===== src/rtl/tx_pkg.sv =====
// Shared MAC transmit definitions: FSM encodings, frame size limits, line
// symbols and the CRC-32 step used by the framer's FCS generator.
package tx_pkg;

  typedef enum logic [2:0] {
    STATE_IDLE     = 3'h0,
    STATE_PREAMBLE = 3'h1,
    STATE_SFD      = 3'h2,
    STATE_DATA     = 3'h3,
    STATE_PAD      = 3'h4,
    STATE_FCS      = 3'h5,
    STATE_IFG      = 3'h6,
    STATE_DRAIN    = 3'h7
  } tx_state_e;

  localparam logic [3:0]  PREAMBLE_BYTES = 4'd7;
  localparam logic [3:0]  IFG_BYTES      = 4'd12;
  localparam logic [10:0] MIN_PAYLOAD    = 11'd60;
  localparam logic [10:0] MAX_PAYLOAD    = 11'd1514;

  localparam logic [7:0]  PREAMBLE_BYTE  = 8'h55;
  localparam logic [7:0]  SFD_BYTE       = 8'hD5;

  localparam logic [31:0] CRC_POLYNOMIAL = 32'h04C11DB7;
  localparam logic [31:0] CRC_SEED       = 32'hFFFFFFFF;
  localparam logic [31:0] CRC_RESIDUE    = 32'hC704DD7B;

  function automatic logic [7:0] reverse8(input logic [7:0] b);
    logic [7:0] r;
    for (int i = 0; i < 8; i++) r[i] = b[7-i];
    return r;
  endfunction

  // Non-reflected register, but each byte enters LSB first as it goes on the wire.
  function automatic logic [31:0] crc32_byte(input logic [31:0] crc, input logic [7:0] data);
    logic [31:0] c;
    logic        fb;
    c = crc;
    for (int i = 0; i < 8; i++) begin
      fb = c[31] ^ data[i];
      c  = {c[30:0], 1'b0} ^ (fb ? CRC_POLYNOMIAL : 32'h0);
    end
    return c;
  endfunction

endpackage


===== src/rtl/tx_crc.sv =====
// Byte-wide CRC-32 accumulator (DATA_WIDTH 8, CRC_WIDTH 32) for the MAC FCS.
// init reloads the seed and has priority over data_enable.
module tx_crc
  import tx_pkg::*;
(
  input  logic        clock,
  input  logic        reset,
  input  logic        init,
  input  logic        data_enable,
  input  logic [7:0]  data,
  output logic [31:0] crc_out
);

  always_ff @(posedge clock or negedge reset) begin
    if (!reset) begin
      crc_out <= CRC_SEED;
    end else if (init) begin
      crc_out <= CRC_SEED;
    end else if (data_enable) begin
      crc_out <= crc32_byte(crc_out, data);
    end
  end

endmodule


===== src/rtl/tx.sv =====
// Ethernet MAC transmit framer: pops bytes from a show-ahead FIFO and emits
// preamble, SFD, payload, zero pad, FCS and the inter-frame gap on a byte-wide TX bus.
module tx
  import tx_pkg::*;
(
  input  logic       clock,
  input  logic       reset,
  input  logic [7:0] data_in,
  input  logic       data_in_end,
  input  logic       fifo_empty,
  output logic       fifo_read,
  output logic       tx_data_valid,
  output logic [7:0] tx_data,
  output logic       tx_error,
  output logic       busy,
  output logic [2:0] debug_state
);

  // FIFO handshake: the head byte on data_in is valid whenever fifo_empty is low,
  // and it is consumed in any cycle where fifo_read is high (no other qualifier).

  tx_state_e   state, state_next;
  logic [3:0]  phase, phase_next;
  logic [10:0] byte_count, count_next;

  logic        valid_next;
  logic        error_next;
  logic [7:0]  data_next;
  logic        crc_init;
  logic        crc_enable;
  logic [31:0] crc_out;
  logic [7:0]  fcs_byte;
  logic        at_max;

  assign at_max      = (byte_count == MAX_PAYLOAD);
  assign busy        = (state != STATE_IDLE);
  assign debug_state = state;

  tx_crc u_crc (
    .clock       (clock),
    .reset       (reset),
    .init        (crc_init),
    .data_enable (crc_enable),
    .data        (data_next),
    .crc_out     (crc_out)
  );

  always_ff @(posedge clock or negedge reset) begin
    if (!reset) begin
      state         <= STATE_IDLE;
      phase         <= 4'd0;
      byte_count    <= 11'd0;
      tx_data_valid <= 1'b0;
      tx_data       <= 8'h00;
      tx_error      <= 1'b0;
    end else begin
      state         <= state_next;
      phase         <= phase_next;
      byte_count    <= count_next;
      tx_data_valid <= valid_next;
      tx_data       <= data_next;
      tx_error      <= error_next;
    end
  end

  always_comb begin
    state_next = state;
    phase_next = phase;
    count_next = byte_count;
    case (state)
      STATE_IDLE: begin
        phase_next = 4'd0;
        count_next = 11'd0;
        if (!fifo_empty) state_next = STATE_PREAMBLE;
      end
      STATE_PREAMBLE: begin
        if (phase == PREAMBLE_BYTES - 4'd1) begin
          state_next = STATE_SFD;
          phase_next = 4'd0;
        end else begin
          phase_next = phase + 4'd1;
        end
      end
      STATE_SFD: state_next = STATE_DATA;
      STATE_DATA: begin
        if (at_max || fifo_empty) begin
          state_next = STATE_DRAIN;
        end else begin
          count_next = byte_count + 11'd1;
          if (data_in_end)
            state_next = ((byte_count + 11'd1) < MIN_PAYLOAD) ? STATE_PAD : STATE_FCS;
        end
      end
      STATE_PAD: begin
        count_next = byte_count + 11'd1;
        if ((byte_count + 11'd1) == MIN_PAYLOAD) state_next = STATE_FCS;
      end
      STATE_FCS: begin
        if (phase == 4'd3) begin
          state_next = STATE_IFG;
          phase_next = 4'd0;
        end else begin
          phase_next = phase + 4'd1;
        end
      end
      STATE_IFG: begin
        // The IDLE decision cycle is the last gap byte, so back-to-back frames
        // see exactly IFG_BYTES idle cycles on the wire.
        if (phase == IFG_BYTES - 4'd2) begin
          state_next = STATE_IDLE;
          phase_next = 4'd0;
        end else begin
          phase_next = phase + 4'd1;
        end
      end
      STATE_DRAIN: begin
        if (!fifo_empty && data_in_end) state_next = STATE_IFG;
      end
      default: state_next = STATE_IDLE;
    endcase
  end

  always_comb begin
    case (phase[1:0])
      2'd0:    fcs_byte = ~reverse8(crc_out[31:24]);
      2'd1:    fcs_byte = ~reverse8(crc_out[23:16]);
      2'd2:    fcs_byte = ~reverse8(crc_out[15:8]);
      default: fcs_byte = ~reverse8(crc_out[7:0]);
    endcase
  end

  always_comb begin
    fifo_read  = 1'b0;
    valid_next = 1'b0;
    error_next = 1'b0;
    data_next  = 8'h00;
    crc_init   = 1'b0;
    crc_enable = 1'b0;
    case (state)
      STATE_PREAMBLE: begin
        valid_next = 1'b1;
        data_next  = PREAMBLE_BYTE;
      end
      STATE_SFD: begin
        valid_next = 1'b1;
        data_next  = SFD_BYTE;
        crc_init   = 1'b1;
      end
      STATE_DATA: begin
        valid_next = 1'b1;
        if (at_max || fifo_empty) begin
          error_next = 1'b1;
        end else begin
          fifo_read  = 1'b1;
          data_next  = data_in;
          crc_enable = 1'b1;
        end
      end
      STATE_PAD: begin
        valid_next = 1'b1;
        crc_enable = 1'b1;
      end
      STATE_FCS: begin
        valid_next = 1'b1;
        data_next  = fcs_byte;
      end
      STATE_DRAIN: fifo_read = !fifo_empty;
      default: ;
    endcase
  end

endmodule

===== config.mk =====
export PLATFORM = sky130hd
export DESIGN_NAME = tx
export DESIGN_NICKNAME = d
export VERILOG_FILES = /design/src/rtl/tx_pkg.sv /design/src/rtl/tx_crc.sv /design/src/rtl/tx.sv
export SDC_FILE = /design/constraint.sdc
export NUM_CORES = 1
export LEC_CHECK = 0
export ABC_AREA = 1
export CORE_AREA = 2 2 95 97
export CTS_CLUSTER_DIAMETER = 100
export CTS_CLUSTER_SIZE = 14
export DETAILED_ROUTE_END_ITERATION = 7
export DIE_AREA = 0 0 97 99
export PLACE_DENSITY = 0.74
export REMOVE_ABC_BUFFERS = 1
export SLEW_MARGIN = 20
export SYNTH_ARGS = -nofsm -noshare
export SYNTH_HDL_FRONTEND = slang
export SYNTH_SLANG_ARGS = --single-unit

===== constraint.sdc =====
create_clock -name clock -period 3.4 [get_ports clock]
set_input_delay 0.68 -clock clock [delete_from_list [all_inputs] [get_ports clock]]
set_output_delay 0.68 -clock clock [all_outputs]
set_load 0.01 [all_outputs]

# [Word level (Yosys, flattened, before mapping)]
# Cells that the tools add are included.
# W data, S select, Z words.
[totals] regBits=60 output_inout_bits=15 elab_cells=100
[op_classes] addsub=2 magnitude_cmp=1 eq_ne=22 mux=36 bitwise_logic=20 n_reduce_logical=12
[ops] op="$xor A32 B32 Y32" count=8
[ops] op="$mux W27" count=8
[ops] op="$mux W32" count=2
[ops] op="$pmux W11 S3" count=1
[ops] op="$not A8 Y8" count=4
[ops] op="$pmux W8 S4" count=1
[ops] op="$mux W3" count=8
[ops] op="$pmux W3 S8" count=1
[ops] op="$pmux W8 S3" count=1
[ops] op="$pmux W4 S4" count=1
[ops] op="$ne A2 B2 Y1 const B" count=7
[ops] op="$eq A3 B3 Y1 const B" count=4
[ops] op="$mux W4" count=3
[ops] op="$add A11 B1 Y11 const B" count=1
[ops] op="$eq A11 B11 Y1 const B" count=1
[ops] op="$eq A11 B6 Y1 const B" count=1
[ops] op="$lt A11 B6 Y1 const B" count=1
[ops] op="$mux W11" count=1
[ops] op="$mux W8" count=1
[ops] op="$xor A1 B1 Y1" count=8
[ops] op="$reduce_and A7 Y1" count=1
[ops] op="$eq A3 B2 Y1 const B" count=2
[ops] op="$mux W1" count=6
[ops] op="$reduce_bool A3 Y1" count=2
[ops] op="other kinds (18)" count=19

# [Logic depth before layout (Yosys ltp)]
# Gate-level depths: netlist (run 1).
[depth] word_depth=30 depth_mapped=22 mapped_depth_nobuf=21

# [By module]
# A second synthesis (run 1) with hierarchy kept.
[unflattened] hier_cells=639 hier_area_um2=4388.0
[by_module_without_submodules] mod="tx_crc" n_inst=1 cells_per_inst=366 area_per_inst_um2=2479.9
[by_module_without_submodules] mod="tx" n_inst=1 cells_per_inst=273 area_per_inst_um2=1908.1

# [Least setup slack after synthesis (run 1)]
# No wires, ideal clock.
[synth_timing] path_type="register to register" start="register phase[0]" end="register u_crc.crc_out[13]" setup_time_ns=0.072 arrival_ns=2.165 t_required_ns=3.328 slack_ns=1.163 stages_incl_launch_ff=19 synth_period_minus_slack_ns=2.237 cell_sequence="dfrtp_1 ha_1 buf_4 inv_2 buf_4 o21ai_0 nor2_1 nor2_1 nor2_1 nand3_1 nand2_2 xor2_1 nand2_1 nand2_1 inv_1 nand2_1 nand3_1 nand2_1 inv_1"
[synth_between] elab_chain_len=17 word_cells_on_any_way=27
[synth_rtl] item="from (decl)" line="tx.sv:23" source="logic [3:0] phase, phase_next;"
[synth_rtl] item="from (signal assigned)" line="tx.sv:58" source="phase <= phase_next;"
[synth_rtl] item="$eq A2 B2 Y1 (tied with other cells)" line="tx.sv:124" source="case (phase[1:0])"
[synth_rtl] item="$pmux W8 S3 (*)" line="tx.sv:124"
[synth_rtl] item="$pmux W8 S4 (*)" line="tx.sv:139" source="case (state)"
[synth_rtl] item="$xor A1 B1 Y1" line="tx_pkg.sv:40" source="fb = c[31] ^ data[i];"
[synth_rtl] item="$mux W27" line="tx_pkg.sv:41" source="c = {c[30:0], 1'b0} ^ (fb ? CRC_POLYNOMIAL : 32'h0);"
[synth_rtl] item="$xor A32 B32 Y32 (6 in a row)" line="tx_pkg.sv:41"
[synth_rtl] item="$xor A1 B1 Y1" line="tx_pkg.sv:40"
[synth_rtl] item="$mux W27" line="tx_pkg.sv:41"
[synth_rtl] item="$xor A32 B32 Y32 (*) (2 in a row)" line="tx_pkg.sv:41"
[synth_rtl] item="$mux W32 (*)" line="tx_crc.sv:19" source="end else if (data_enable) begin"
[synth_rtl] item="$mux W32 (*)" line="tx_crc.sv:17" source="end else if (init) begin"
[synth_rtl] item="to (signal assigned)" line="tx_crc.sv:20" source="crc_out <= crc32_byte(crc_out, data);"
[synth_rtl] item="to (decl)" line="tx_crc.sv:11" source="output logic [31:0] crc_out"
# Mark *: on every way between the ends. The rest lies on a longest branch, timed or not. The select of a mux whose other input is x is not followed.
# A chain may end at the register's enable or synchronous reset.

# [Final worst setup path (run 1)]
[layout_timing] start="register byte_count[0]" end="output fifo_read"
[layout_between] elab_chain_len=4
[layout_rtl] item="from (decl)" line="tx.sv:24" source="logic [10:0] byte_count, count_next;"
[layout_rtl] item="from (signal assigned)" line="tx.sv:59" source="byte_count <= count_next;"
[layout_rtl] item="$eq A11 B11 Y1" line="tx.sv:35" source="assign at_max = (byte_count == MAX_PAYLOAD);"
[layout_rtl] item="$logic_or A1 B1 Y1" line="tx.sv:151" source="if (at_max || fifo_empty) begin"
[layout_rtl] item="$mux W1" line="tx.sv:151"
[layout_rtl] item="$pmux W1 S2" line="tx.sv:139"
[layout_rtl] item="to (decl)" line="tx.sv:11" source="output logic fifo_read,"
# No other way between the ends.

==> results of run 1 <==
## kinds of logic (layout without fill, tap and decap cells)
group	Yosys count	count (layout)	share of synthesized area
AOI/OAI and AO/OA	92	92	0.126
xor gates and xnor gates	39	39	0.0847
adders and majority gates	7	7	0.0208
buffers and inverters	107	144	0.102
DFF	60	60	0.366
and+or+nand+nor	282	282	0.301
## critical path, delay by kind of cell, from the launching register on
kind / cells / cell delay (ns)
AO/OA/AOI/OAI: 1 / 0.13
adder cells (fa/ha/maj): 1 / 0.20
buffers and inverters: 3 / 0.70
flip-flops: 1 / 0.44
AND/OR/NAND/NOR: 5 / 0.54
## synthesized netlist by cell type (3+ instances only)
cell type / count
a21oi_1: 14
o21ai_1: 7
nand3_1: 39
buf_2: 3
nor2_1: 48
nand3b_1: 3
xor2_1: 30
inv_2: 10
nand2_4: 4
clkbuf_1: 3
o21ai_0: 36
dfrtp_1: 28
nand2_1: 146
nor2_4: 4
o22ai_1: 22
nor3_1: 7
nand2_2: 21
ha_1: 7
xnor2_1: 7
inv_1: 86
dfstp_2: 32
nand4_1: 6
## through the flow
| stage | hold WS (ns) | setup WS, ns | cells |
|---|---|---|---|
| after floorplan | 0.384 | 0.772 | 577 |
| final | 0.343 | 0.352 | 732 |
| after detailed placement | 0.514 | 0.332 | 716 |
| after global routing | 0.391 | 0.165 | 732 |
| after global placement | 0.506 | 0.375 | 716 |
| after CTS | 0.352 | 0.332 | 732 |
## sequential cells by signal, summed over array words and instances, names as in the netlist, named ones only
signal	count
byte_count	11
debug_state	2
phase	4
tx_data	8
tx_data_valid	1
tx_error	1
u_crc.crc_out	32
## metal layers
layer  part of all wire  vias to the layer above  track usage
met5                  0                        -            0
met4              0.020                        0       0.0921
met3              0.070                       23       0.0518
met2               0.46                      141        0.379
met1               0.45                     1892        0.329
li1                   -                     1927            -
## how the worst max path moves through the flow
stage                        from                end  cells after the start  slack, ns
finish              byte_count[0]          fifo_read                     10       0.35
global route        byte_count[0]          fifo_read                     10       0.17
CTS                 byte_count[0]          fifo_read                     10       0.33
detailed placement     fifo_empty   u_crc.crc_out[9]                     14       0.33
global placement       fifo_empty  u_crc.crc_out[12]                     16       0.37
floorplan           byte_count[0]  u_crc.crc_out[27]                     14       0.77
## cell type report
| type | count | share of cell area |
|---|---|---|
| multi-input combinational | 420 | 0.473 |
| sequential | 60 | 0.325 |
| inverter | 97 | 0.0769 |
| timing repair buffer | 31 | 0.0618 |
| tap | 108 | 0.0285 |
| clock buffer | 11 | 0.0277 |
| clock inverter | 5 | 0.00634 |
==> flow_metrics.py, run 1 <==
metrics = {
    "routing": {
        "vias": 3983,
        "vias_per_cell": 5.44,
        "drc": 0,
        "avgRoutedWirePerCell_um": 14.8,
        "final_antenna_net_count": 0,
        "drt_iter0_drc": 322,
        "wirelength_um": 10800,
        "drt-pass1-iter-count": 5,
    },
    "min_path": {
        "hp-class": "primary input to async pin",
    },
    "global_routing": {
        "antenna_found_initial": 0,
        "globalRoute.totalOverflow": 0,
        "grt_first_pass_wirelength_um": 18600,
        "grtUsageTotal": 0.241,
        "first_global_vias": 3842,
        "grt_max_degree": 27,
    },
    "synth": {
        "synth_edf_count": 0,
        "synth_seq_area_share": 0.366,
        "synthFlopType": "dfstp_2",
        "syn_inst": 587,
        "yosysWarnings": 0,
        "synth_cell_type_count": 38,
        "ys_seq_elements": 60,
        "synthTopCellsByArea": "dfstp_2 20%, dfrtp_1 17%, nand2_1 13%",
        "synth_area_um2": 4210,
        "avgSynthCellArea_um2": 7.17,
        "async_reset_ff_frac": 1.00,
        "yosysTopAreaCell": "dfstp_2",
        "yosys.area.top_type_share": 0.200,
    },
    "sta": {
        "setup_viol": 0,
        "finalSetupTns_ns": 0,
        "drv_slew": 0,
        "finalHoldViolCount": 0,
        "rsz0062_at_grt": "no",
        "clock.fmax_ghz": 0.328,
        "finalCritPeriodShare": 0.897,
        "fin_crit_ns": 3.05,
        "timing_worst_slew_pin_value_ns": 0.853,
        "relSlewSlack": 0.431,
        "fin_skew_ns": 0.0113,
    },
    "layout": {
        "post-route-util": 0.554,
        "multi_input_area_um2": 2240,
        "drive_above_1_share": 0.159,
        "insertedDiodeCount": 0,
        "final_common_cell": "nand2_1",
        "fill_cells": 805,
        "layout_common_cells": "146 x nand2_1, 86 x inv_1, 48 x nor2_1",
        "syn_to_final_growth_pct": 12.5,
        "fin_area_um2": 4740,
        "finalNetCount": 638,
        "regArea_um2": 1540,
    },
    "clocking": {
        "hold_buffers": 0,
        "cts_tree": "done",
        "clk_latency_ns": 0.36,
        "cts_max_path_buffers": 2,
        "htree_levels": 3,
        "post_cts_buffers": 0,
        "numCtsBuffers": 9,
        "clk_root_buffer_cell": "clkbuf_8",
        "ctsResizeCount": 0,
        "clock_sinks": 60,
        "clkTransAtPathRegs_ns": 0.08,
    },
    "worst_setup_path": {
        "cp.arrival_ns": 2.37,
        "slowest_stage": "clkdlybuf4s50_1",
        "startpoint_type": "flip-flop",
        "critical_path_class": "flip-flop to primary output",
        "path_max_fanout": 8,
        "cp_slowest_stage_delay_ns": 0.54,
        "worstRegToRegCells": 15,
        "cp.required_ns": 2.72,
        "r2r_slack_ns": 0.55,
        "endpoint_kind": "primary output",
        "r2r_start": "phase[0]",
        "reg2reg_to": "u_crc.crc_out[10]",
        "crit_chain": "inv_1 > ha_1 > nand2_1 > nor2_1 > nand3_2 > nand2_1 > nor2_4 > inv_2 > a21oi_1 > clkdlybuf4s50_1",
        "cpMostUsedCell": "nand2_1",
    },
    "place": {
        "gp_congestion": 0.931,
        "port_buffers": 26,
        "placed_area_um2": 4580,
        "place_hpwl_um": 8000,
    },
    "floorplan": {
        "dieArea_um2": 9600,
        "io_pins": 27,
        "core_um2": 8550,
        "die_y_um": 99,
        "initial_core_util": 0.493,
        "die_w_um": 97,
        "row_count": 34,
    },
    "outcome": {
        "status": "finished clean",
    },
    "run": {
        "max-cap-violations": 0,
    },
}
Power of run 1 is not shown: default switching activity piles up to over one toggle a cycle in this logic, so the estimate is an artifact.
==> run 2, diff against run 1 <==
CORE_AREA = 2 2 140 74   (was 2 2 95 97)
DIE_AREA = 0 0 142 76   (was 0 0 97 99)
HOLD_SLACK_MARGIN = 0.08   (was default)
PLACE_DENSITY = 0.68   (was 0.74)
==> run 2 against run 1 <==
  * Global-route usage rose by 0.44 points
  * Routed wire length rose by 15%
  * Die area rose by 12%
  * Final area rose by 2.6%
  * Flip-flop and latch count did not move
  * Utilization fell by 5.4 points
  * Register-to-register slack got worse by 0.08 ns
  * Via count rose by 0.50%
  * Cell count rose by 2.5%
  * Setup slack got worse by 0.080 ns
  * Maximum frequency fell by 2.6%
  * Critical path type unchanged
  * Largest cell class unchanged
==> flow_metrics.py, run 2 (synthesized netlist as in run 1, its figures left out) <==
metrics = {
    "run": {
        "max-cap-violations": 0,
    },
    "global_routing": {
        "grtUsageTotal": 0.246,
        "antenna_found_initial": 0,
        "first_global_vias": 3751,
        "grt_first_pass_wirelength_um": 20100,
        "grt_max_degree": 35,
        "globalRoute.totalOverflow": 0,
    },
    "layout": {
        "layout_common_cells": "146 x nand2_1, 86 x inv_1, 48 x nor2_1",
        "drive_above_1_share": 0.155,
        "final_common_cell": "nand2_1",
        "syn_to_final_growth_pct": 15.4,
        "insertedDiodeCount": 0,
        "finalNetCount": 638,
        "largest_register_ffs": 32,
        "regMostFlops": "u_crc.crc_out",
        "fill_cells": 912,
        "top_regs": "u_crc.crc_out (32), byte_count (11), tx_data (8)",
    },
    "worst_setup_path": {
        "critical_path_class": "flip-flop to primary output",
        "path_max_fanout": 8,
        "cp.arrival_ns": 2.45,
        "endpoint_kind": "primary output",
        "cp.required_ns": 2.72,
        "startpoint_type": "flip-flop",
    },
    "place": {
        "port_buffers": 26,
        "place_hpwl_um": 9450,
        "gp_congestion": 0.993,
    },
    "clocking": {
        "clkTransAtPathRegs_ns": 0.05,
        "ctsResizeCount": 0,
        "cts_max_path_buffers": 2,
        "post_cts_buffers": 0,
        "clk_latency_ns": 0.34,
        "cts_tree": "done",
        "clock_sinks": 60,
        "numCtsBuffers": 9,
        "clk_root_buffer_cell": "clkbuf_16",
        "hold_buffers": 0,
        "htree_levels": 3,
    },
    "floorplan": {
        "row_count": 26,
        "initial_core_util": 0.433,
        "core_um2": 9730,
        "dieArea_um2": 10800,
        "die_y_um": 76,
        "die_w_um": 142,
        "io_pins": 27,
    },
    "sta": {
        "finalSetupTns_ns": 0,
        "setup_viol": 0,
        "fin_crit_ns": 3.13,
        "drv_slew": 0,
        "clock.fmax_ghz": 0.320,
        "finalCritPeriodShare": 0.920,
        "finalHoldViolCount": 0,
        "relSlewSlack": 0.389,
        "fin_skew_ns": 0.00765,
        "timing_worst_slew_pin_value_ns": 0.915,
        "rsz0062_at_grt": "no",
    },
    "min_path": {
        "hp-class": "primary input to async pin",
    },
    "routing": {
        "drt-pass1-iter-count": 6,
        "drc": 0,
        "vias_per_cell": 5.34,
        "avgRoutedWirePerCell_um": 16.6,
        "vias": 4003,
        "drt_iter0_drc": 486,
        "wirelength_um": 12400,
        "final_antenna_net_count": 0,
    },
    "outcome": {
        "status": "finished clean",
    },
}
==> run 2: cell count changes in the layout (fill, tap and decap cells not counted), sizes merged <==
| cell | delta |
|---|---|
| clkbuf | +3 |
| clkinv | -1 |
| clkinvlp | -2 |
==> run 2: area by class of cell <==
cell class                      count  area [µm²]  share of cell area
Inverter                           97         364              0.0749
Multi-Input combinational cell    420        2240               0.461
Timing Repair Buffer               31         293              0.0602
Tap cell                          126         158              0.0324
Sequential cell                    60        1540               0.317
Clock buffer                       14         254              0.0522
Clock inverter                      2        10.0             0.00206
==> run 2: critical path, stage by stage, from the launching register on <==
cell and delay [ns]:
dfrtp_1 0.43, inv_1 0.07, ha_1 0.21, nand2_1 0.07
nor2_1 0.04, nand3_2 0.17, nand2_1 0.13, nor2_4 0.16
inv_2 0.11, a21oi_1 0.14, clkdlybuf4s50_1 0.56
==> run 2: layer usage <==
layer	vias to the layer above	GRT usage	wire length [µm]
li1	1936	-	-
met5	-	0	0
met1	1845	0.390	6290
met3	17	0.0867	1500
met2	205	0.311	4530
met4	0	0.0520	123
==> run 2: path summary, 6_finish.rpt <==
kind                            slack [ns]  depth (start not counted)                 to              from
max in group asynchronous             2.08                          2   u_crc.crc_out[8]             reset
min in group clock                    0.53                          2   u_crc.crc_out[2]  u_crc.crc_out[2]
worst min register to register        0.53                          2   u_crc.crc_out[2]  u_crc.crc_out[2]
worst max-delay path                  0.27                         10          fifo_read     byte_count[0]
worst max register to register        0.47                         14  u_crc.crc_out[10]          phase[0]
worst min-delay path                  0.36                          1         tx_data[5]             reset
==> run 2: per-stage QoR <==
step / worst slack (ns) / instance area (µm²) / hold slack [ns] / util / instances
after floorplan: 0.772 / 4150 / 0.384 / - / 577
after global placement: 0.290 / 4600 / 0.515 / 0.473 / 734
after detailed placement: 0.295 / 4600 / 0.517 / 0.473 / 734
after CTS: 0.291 / 4860 / 0.390 / 0.500 / 750
after global routing: 0.0930 / 4860 / 0.431 / 0.500 / 750
final: 0.272 / 4860 / 0.361 / 0.500 / 750
Power of run 2 is left out for the same reason.
==> run 3, diff against run 2 <==
CORE_AREA = 2 2 143 75   (was 2 2 140 74)
DIE_AREA = 0 0 145 77   (was 0 0 142 76)
PLACE_DENSITY = 0.69   (was 0.68)
REMOVE_ABC_BUFFERS = default   (was 1)
SYNTH_HIERARCHICAL = 1   (was default)
==> run 3 against run 2 <==
  * Critical path type unchanged
  * Die area up 3.5%
  * Clock-buffer cell count down 2
  * Clock skew about the same
  * Global-route usage up 1.8 points
  * Cell count up 11%
  * Synthesized cell count up 8.9%
  * Register-to-register slack worse by 0.12 ns
  * Area after synthesis up 4.2%
  * Flip-flop and latch count unchanged
  * Routed wire length up 12%
  * Final area up 7.1%
==> flow_metrics.py, run 3 <==
metrics = {
    "global_routing": {
        "grt_max_degree": 33,
        "grt_first_pass_wirelength_um": 22500,
        "first_global_vias": 4147,
        "antenna_found_initial": 0,
        "grtUsageTotal": 0.263,
        "globalRoute.totalOverflow": 0,
    },
    "synth": {
        "synth-compound-area-share": 0.119,
        "ys_seq_elements": 60,
        "synth_area_um2": 4390,
        "synth_seq_area_share": 0.351,
        "synthTopCellsByArea": "dfstp_2 19%, nand2_1 17%, dfrtp_1 16%",
        "async_reset_ff_frac": 1.00,
        "avgSynthCellArea_um2": 6.87,
        "yosysWarnings": 6,
        "synthAdderAreaFrac": 0.0171,
        "synth_top_family_by_area": "simple AND/OR/NAND/NOR gates",
        "syn_inst": 639,
        "synth_edf_count": 0,
        "yosysTopAreaCell": "dfstp_2",
        "synth-simple-area-share": 0.352,
        "yosysMostFrequentCell": "nand2_1",
        "yosys.area.top_type_share": 0.192,
        "synth-xor-area-share": 0.0630,
        "syn_nets": 657,
        "synthTopCellsByCount": "195 x nand2_1, 90 x inv_1, 52 x nor2_1, 48 x nand3_1, 38 x o21ai_0",
        "synthFlopType": "dfstp_2",
        "synth_mux_area_frac": 0,
        "synth_cell_type_count": 36,
    },
    "routing": {
        "vias": 4527,
        "dr_wl_met3_um": 1880,
        "drt-pass1-iter-count": 5,
        "wl_met2_um": 5120,
        "drt_iter0_drc": 594,
        "wirelength_um": 13900,
        "vias_per_cell": 5.45,
        "final_antenna_net_count": 0,
        "avgRoutedWirePerCell_um": 16.8,
        "drt-met1-wl_um": 6760,
        "top_layer": "met4",
        "drc": 0,
    },
    "clocking": {
        "hold_buffers": 0,
        "clock_sinks": 60,
        "htree_levels": 3,
        "clk_latency_ns": 0.34,
        "clkTransAtPathRegs_ns": 0.05,
        "clk_root_buffer_cell": "clkbuf_16",
        "numCtsBuffers": 9,
        "cts_tree": "done",
        "cts_max_path_buffers": 2,
    },
    "layout": {
        "regMostFlops": "u_crc/crc_out",
        "finalNetCount": 703,
        "top_regs": "u_crc/crc_out (32), byte_count (11), tx_data (8)",
        "final_common_cell": "nand2_1",
        "drive_above_1_share": 0.174,
        "insertedDiodeCount": 0,
        "multi_input_area_um2": 2420,
        "final_cells": 830,
        "layout_common_cells": "195 x nand2_1, 90 x inv_1, 51 x nor2_1",
        "regArea_um2": 1540,
        "fill_cells": 973,
        "syn_to_final_growth_pct": 18.6,
        "largest_register_ffs": 32,
        "fin_area_um2": 5210,
    },
    "place": {
        "gp_congestion": 1.03,
        "port_buffers": 26,
        "dp.cells": 812,
        "place_hpwl_um": 10500,
        "detailedPlace.worstSlack_ns": 0.236,
        "placed_area_um2": 4880,
    },
    "sta": {
        "fin_crit_ns": 3.13,
        "relSlewSlack": 0.466,
        "rsz0062_at_grt": "no",
        "finalSetupTns_ns": 0,
        "setup_viol": 0,
        "timing_worst_slew_pin_value_ns": 0.801,
        "clock.fmax_ghz": 0.320,
        "finalCritPeriodShare": 0.920,
        "fin_skew_ns": 0.00720,
        "finalHoldViolCount": 0,
        "setup_ws_ns": 0.272,
        "drv_slew": 0,
    },
    "run": {
        "max-cap-violations": 0,
    },
    "floorplan": {
        "row_count": 26,
        "core_um2": 9920,
        "die_w_um": 145,
        "die_y_um": 77,
        "dieArea_um2": 11200,
        "initial_core_util": 0.442,
        "io_pins": 27,
    },
    "outcome": {
        "status": "finished clean",
    },
    "worst_setup_path": {
        "endpoint_kind": "primary output",
        "critical_path_class": "flip-flop to primary output",
        "startpoint_type": "flip-flop",
        "cp.required_ns": 2.72,
        "r2r_slack_ns": 0.35,
        "path_max_fanout": 6,
        "cp.arrival_ns": 2.45,
    },
    "min_path": {
        "hp-class": "primary input to async pin",
    },
}
## run 3: cell types whose count changed in the layout (fill, tap and decap cells not counted), moves of 5 or more
cell	previous run	this run
o211ai_1	0	5
nor3_1	7	2
nand2_4	4	11
nand3_1	39	48
buf_4	5	17
xnor2_1	7	2
xor2_1	30	24
nand2_1	146	195
## run 3: final cells by class
class                           instances  area share
Multi-Input combinational cell        470       0.465
Sequential cell                        60       0.296
Timing Repair Buffer                   43      0.0735
Inverter                              101      0.0733
Clock buffer                           12      0.0493
Tap cell                              140      0.0336
Clock inverter                          4     0.00913
## run 3: cell families after synthesis
kind of cell | Yosys count
flops | 60
xor+xnor | 29
fa+ha+maj | 6
buf+inv | 109
compound gates | 92
simple gates | 343
## run 3: per-stage QoR
| stage | utilization | hold WS, ns |
|---|---|---|
| 2_1_floorplan | - | 0.384 |
| 3_3_place_gp | 0.492 | 0.479 |
| 3_5_place_dp | 0.492 | 0.489 |
| 4_1_cts | 0.523 | 0.456 |
| 5_1_grt | 0.525 | 0.487 |
| 6_report | 0.525 | 0.434 |
## run 3: critical path, stage by stage, from the launching register on
cell	delay, ns
dfrtp_1	0.45
inv_1	0.12
ha_1	0.21
nand2_1	0.06
nor2_1	0.04
nand3_1	0.14
nand2_1	0.12
nor2_4	0.16
buf_4	0.16
inv_4	0.06
nand2_1	0.06
clkdlybuf4s50_1	0.53
## run 3: per-layer routing
layer,vias up,track usage
met4,0,0.0653
met1,2100,0.410
met3,24,0.0875
met5,-,0
met2,292,0.338
li1,2111,-
## run 3: path summary, 6_finish.rpt
kind                            depth (start not counted)                end              start
worst min register to register                          2  u_crc/crc_out[10]  u_crc/crc_out[10]
worst max register to register                         19  u_crc/crc_out[15]     debug_state[1]
worst min-delay path                                    1      byte_count[8]              reset
max in group asynchronous                               2  u_crc/crc_out[14]              reset
min in group clock                                      2  u_crc/crc_out[10]  u_crc/crc_out[10]
worst max-delay path                                   11          fifo_read      byte_count[0]
## run 3: what timing repair did
action                                  in CTS  in global routing
hold endpoints to repair                     0                  0
endpoints found under the setup margin       0                 11
buffers inserted                             0                  2
resized for setup                            0                  1
Power of run 3 is left out for the same reason.
==> variant 1: new RTL, flow settings as in run 3 <==
Make the reset (`reset`) synchronous in 2 clocked blocks.
--- a/src/rtl/tx_crc.sv
+++ b/src/rtl/tx_crc.sv
@@ -11,7 +11,7 @@
   output logic [31:0] crc_out
 );
 
-  always_ff @(posedge clock or negedge reset) begin
+  always_ff @(posedge clock) begin
     if (!reset) begin
       crc_out <= CRC_SEED;
     end else if (init) begin
--- a/src/rtl/tx.sv
+++ b/src/rtl/tx.sv
@@ -45,7 +45,7 @@
     .crc_out     (crc_out)
   );
 
-  always_ff @(posedge clock or negedge reset) begin
+  always_ff @(posedge clock) begin
     if (!reset) begin
       state         <= STATE_IDLE;
       phase         <= 4'd0;
Function: differs if reset is asserted again (counterexample within 4 cycles, from zero or initial values and one cycle with reset low); with reset held inactive, the same outputs for 10 cycles.
==> variant 1 against run 3 <==
Area after synthesis decreased by 4.6%; non-clock buffer count is 8 lower; sequential cell count unchanged; first-iteration DRC count up 3.7%; via count shrank 0.27%; final cell count grew 0.84%; routed wire length decreased by 5.1%; worst setup slack gained 0.048 ns; cell area shrank 5.2%; critical endpoint unchanged; highest routed layer unchanged.
==> variant 1: results (changes against run 3) <==
* Post-synth ARST share at 0% (was 100%)
* Max transition margin at 43.5% (was 46.6%)
* Fillcell total at 993 (was 973)
* Register area share after synthesis at 28.7% (was 35.1%)
* Met2 WL post-DR at 4.69 mm (was 5.12 mm)
* Vias in the first global route at 3981 (was 4147)
* H-tree levels at 3 (unchanged)
* Top Metal Used: met4 (unchanged)
* Maximum root-to-sink buffer count at 2 (unchanged)
* Setup Total Neg Slack at 0 ns (unchanged)
* GP Congestion at 0.928 (was 1.03)
* Initial antenna violation count at 0 (unchanged)
* Status: completed (unchanged)
* Largest net degree at the start of global routing at 39 (was 33)
* Cts repair resizes at 0 (unchanged)
* DR vias/cell at 5.39 (was 5.45)
* Syn Nets at 681 (was 657)
* Peak supply drop at 0.456 mV
* Clk_skew at 0.00678 ns (was 0.00720 ns)
* Slowest CP cell: clkdlybuf4s50_1 (unchanged)
* IO Port Bufs at 26 (unchanged)
* Post-Route M1 WL at 6.54 mm (was 6.76 mm)
* Ys Warns at 6 (unchanged)
* GR Util All Layers at 24.2% (was 26.3%)
* Layout cells sized above 1 at 10.6% (was 17.4%)
* CTS Buf Count at 9 (unchanged)
* Crit path DAT at 2.40 ns (was 2.45 ns)
* Top cells by count, synth: nand2_1, inv_1, a21oi_1 (was nand2_1, inv_1, nor2_1)
* Crit-path leading delay family: buffers and inverters (unchanged)
* Top Registers: u_crc/crc_out x32, byte_count x11, tx_data x8 (unchanged)
* Synth Flop Type: dfxtp_1 (was dfstp_2)
* Routed wire length at 13.2 mm (was 13.9 mm)
* Drt pass-1 iters at 5 (unchanged)
* Setup Buffers After CTS at 0 (unchanged)
* Initial drt markers at 616 (was 594)
* Max incr delay on CP at 0.53 ns (about the same)
* Clk slew on worst S/H paths at 0.05 ns (about the same)
* Synth unique cells at 41 (was 36)
* Static Leak at 2.22 nW
* WL met3 at 1.81 mm (was 1.88 mm)
* Root buffer cell: clkbuf_16 (unchanged)
* First-pass GRT wire length at 21.0 mm (was 22.5 mm)
* Top cells by area, synth: dfxtp_1, nand2_1, a21oi_1 (was dfstp_2, nand2_1, dfrtp_1)
* HPWL Detailed at 9.78 mm (was 10.5 mm)
* Post-Place Setup Slack at 0.456 ns (was 0.236 ns)
* Nets at 711 (was 703)
* Max Fanout on Critical Path at 6 (unchanged)
* Worst Hold Class: reg2reg (was in2async)
* Antenna diodes at 0 (unchanged)
* Skew-Pair Late Insertion Delay at 0.33 ns
variant 1: cell count changes after synthesis, moves of 15 or more:
cell / change
dfxtp_1: +60
a21oi_1: +47
dfstp_2: -32
dfrtp_1: -28
inv_1: -19
o21ai_0: -17
o22ai_1: -15
variant 1: worst min-delay path, delay by kind of cell (launching register included):
family / cells / cell delay [ns]
AO/OA/AOI/OAI: 1 / 0.06
AND/OR/NAND/NOR: 1 / 0.07
flip-flops: 1 / 0.33
variant 1: worst paths after layout:
| check | cells after the start | start | slack [ns] | to |
|---|---|---|---|---|
| hold / removal | 2 | byte_count[10] | 0.50 | byte_count[10] |
| setup reg to reg | 16 | phase[0] | 0.40 | u_crc/crc_out[7] |
| setup / recovery | 10 | byte_count[0] | 0.32 | fifo_read |
| hold reg to reg | 2 | byte_count[10] | 0.50 | byte_count[10] |
variant 1: cell families after synthesis:
kind of cell / share of synthesized area, %
fa+ha+maj: 2.09
flops: 28.7
xor+xnor: 6.42
buf+inv: 9.41
simple gates: 39.0
compound gates: 14.4
variant 1: layout make-up:
cell class	count	area (um2)	area share [%]
clock inverter	3	67.6	1.37
inverter	80	303	6.13
sequential	60	1200	24.3
tap	140	175	3.55
clock buffer	13	270	5.47
timing repair buffer	35	328	6.64
multi-input combinational	506	2590	52.5
variant 1: power by group:
group	switching (mW)	leakage, nW	total [mW]	internal, mW
logic	2.43	1.58	3.56	1.14
clock network	0.335	0.162	1.04	0.702
registers	0.183	0.487	1.05	0.871
variant 1: metal layers:
metal  track usage [%]  up-vias
li1                  -     2193
met1              37.1     2023
met2              30.3      282
met3              8.57       17
met4              7.23        0
met5                 0        -
variant 1: per-stage QoR:
stage	cell area (um2)	instances	total power, mW	hold WS (ns)
floorplan	4190	662	3.58	0.465
global placement	4600	821	4.41	0.480
detailed placement	4600	821	4.47	0.490
CTS	4940	837	5.53	0.498
global route	4940	837	6.06	0.511
finish	4940	837	5.65	0.499
==> variant 2: new RTL, config.mk and constraints of run 3 <==
Without the edit above. Set the package constant `MAX_PAYLOAD` to 11'd1135 (it was 11'd1514).
--- a/src/rtl/tx_pkg.sv
+++ b/src/rtl/tx_pkg.sv
@@ -16,7 +16,7 @@
   localparam logic [3:0]  PREAMBLE_BYTES = 4'd7;
   localparam logic [3:0]  IFG_BYTES      = 4'd12;
   localparam logic [10:0] MIN_PAYLOAD    = 11'd60;
-  localparam logic [10:0] MAX_PAYLOAD    = 11'd1514;
+  localparam logic [10:0] MAX_PAYLOAD    = 11'd1135;
 
   localparam logic [7:0]  PREAMBLE_BYTE  = 8'h55;
   localparam logic [7:0]  SFD_BYTE       = 8'hD5;
Formal check against the unedited RTL: same outputs for any inputs over 10 cycles, from zero or initial values and one cycle with reset low; that may be too few to reach the edited logic, so the function may still have changed.
==> variant 2 against run 3 <==
Cell area shrank 0.31%; largest cell class unchanged; worst setup slack gained 0.048 ns; synthesized cell count grew 1.1%; global-route usage shrank 1.4 points; routed wire length shrank 4.4%; area after synthesis grew 2.5%; sequential cell count is the same; count of clock-buffer cells in the layout grew 1.
==> variant 2: results (changes against run 3) <==
* Post-Place Setup Slack at 0.111 ns (was 0.236 ns)
* Fillcell total at 956 (was 973)
* Layout cells sized above 1 at 19.6% (was 17.4%)
* GP Congestion at 0.977 (was 1.03)
* Top cells by area, synth: dfstp_2, nand2_1, dfrtp_1 (unchanged)
* R2R setup slack at 0.32 ns (was 0.35 ns)
* Reg-to-reg startpoint: byte_count[0] (was debug_state[1])
* Max Fanout on Critical Path at 9 (was 6)
* Synth unique cells at 40 (was 36)
* Buffering overhead at 5.69% (was 7.35%)
* Crit-path leading delay family: simple AND/OR/NAND/NOR gates (was buffers and inverters)
* Via count at 4401 (was 4527)
* Seq. cell area at 0.00154 mm2 (unchanged)
* Max incr delay on CP at 0.41 ns (was 0.53 ns)
* Multi-input gates at 475 (was 470)
* Syn Nets at 663 (was 657)
* Seq cells at 60 (unchanged)
* Nets at 696 (was 703)
* Xor-xnor portion of the synthesized cell area at 6.34% (was 6.30%)
* Largest net degree at the start of global routing at 44 (was 33)
* Number of clock-tree buffers in the layout at 13 (was 12)
* Buffers, non-clock at 31 (was 43)
* HPWL Detailed at 9.98 mm (was 10.5 mm)
* Fraction of standard cell area in multi-input logic at 48.7% (was 46.5%)
* Status: completed (unchanged)
* Clock network area share at 5.11% (was 5.84%)
* GR Util All Layers at 24.9% (was 26.3%)
* Compound-Gate Fraction of Synth Area at 12.4% (was 11.9%)
* Slowest CP cell: dfrtp_1 (was clkdlybuf4s50_1)
* DP Area at 0.00492 mm2 (was 0.00488 mm2)
* Final Non-Filler Cells at 824 (was 830)
* Crit path DAT at 3.34 ns (was 2.45 ns)
* Clk_skew at 0.00680 ns (was 0.00720 ns)
* Register area share after synthesis at 34.3% (was 35.1%)
* Worst R2R Path Depth at 18 (was 19)
* Clk slew on worst S/H paths at 0.05 ns (about the same)
* Hold slack at 0.335 ns (was 0.434 ns)
* DR WL/cell at 16.2 um (was 16.8 um)
* Reg2Reg Capture Point: u_crc/crc_out[17] (was u_crc/crc_out[15])
* Peak supply drop at 0.554 mV
* Initial drt markers at 605 (was 594)
* First-pass GRT wire length at 21.6 mm (was 22.5 mm)
* Period utilization at 90.6% (was 92.0%)
* Adder-cell share of the synthesized area at 1.39% (was 1.71%)
* Non-clock inverters at 102 (was 101)
* Top cells by count, synth: nand2_1, inv_1, nand3_1 (was nand2_1, inv_1, nor2_1)
* Placed cell count at 808 (was 812)
* Switching Fraction at 54.1%
==> variant 2: power groups by stage <==
stage / Sequential (mW) / Clock, mW / Combinational (mW)
global route: 1.29 / 0.888 / 4.59
detailed placement: 1.27 / 0 / 4.02
global placement: 1.26 / 0 / 3.94
CTS: 1.26 / 0.852 / 4.04
finish: 1.27 / 0.832 / 4.17
floorplan: 1.22 / 0 / 2.98
==> variant 2: worst max-delay path by stage <==
stage	start	end
global placement	fifo_empty	u_crc/crc_out[16]
global route	byte_count[0]	u_crc/crc_out[17]
CTS	byte_count[0]	u_crc/crc_out[11]
finish	byte_count[0]	u_crc/crc_out[17]
floorplan	phase[0]	u_crc/crc_out[11]
detailed placement	fifo_empty	u_crc/crc_out[17]
==> variant 2: per-layer routing <==
metal	wire length, um	GRT usage, %	vias up
li1	-	-	2103
met1	6450	37.3	2043
met2	5060	32.8	233
met3	1630	9.52	22
met4	178	6.73	0
met5	0	0	-
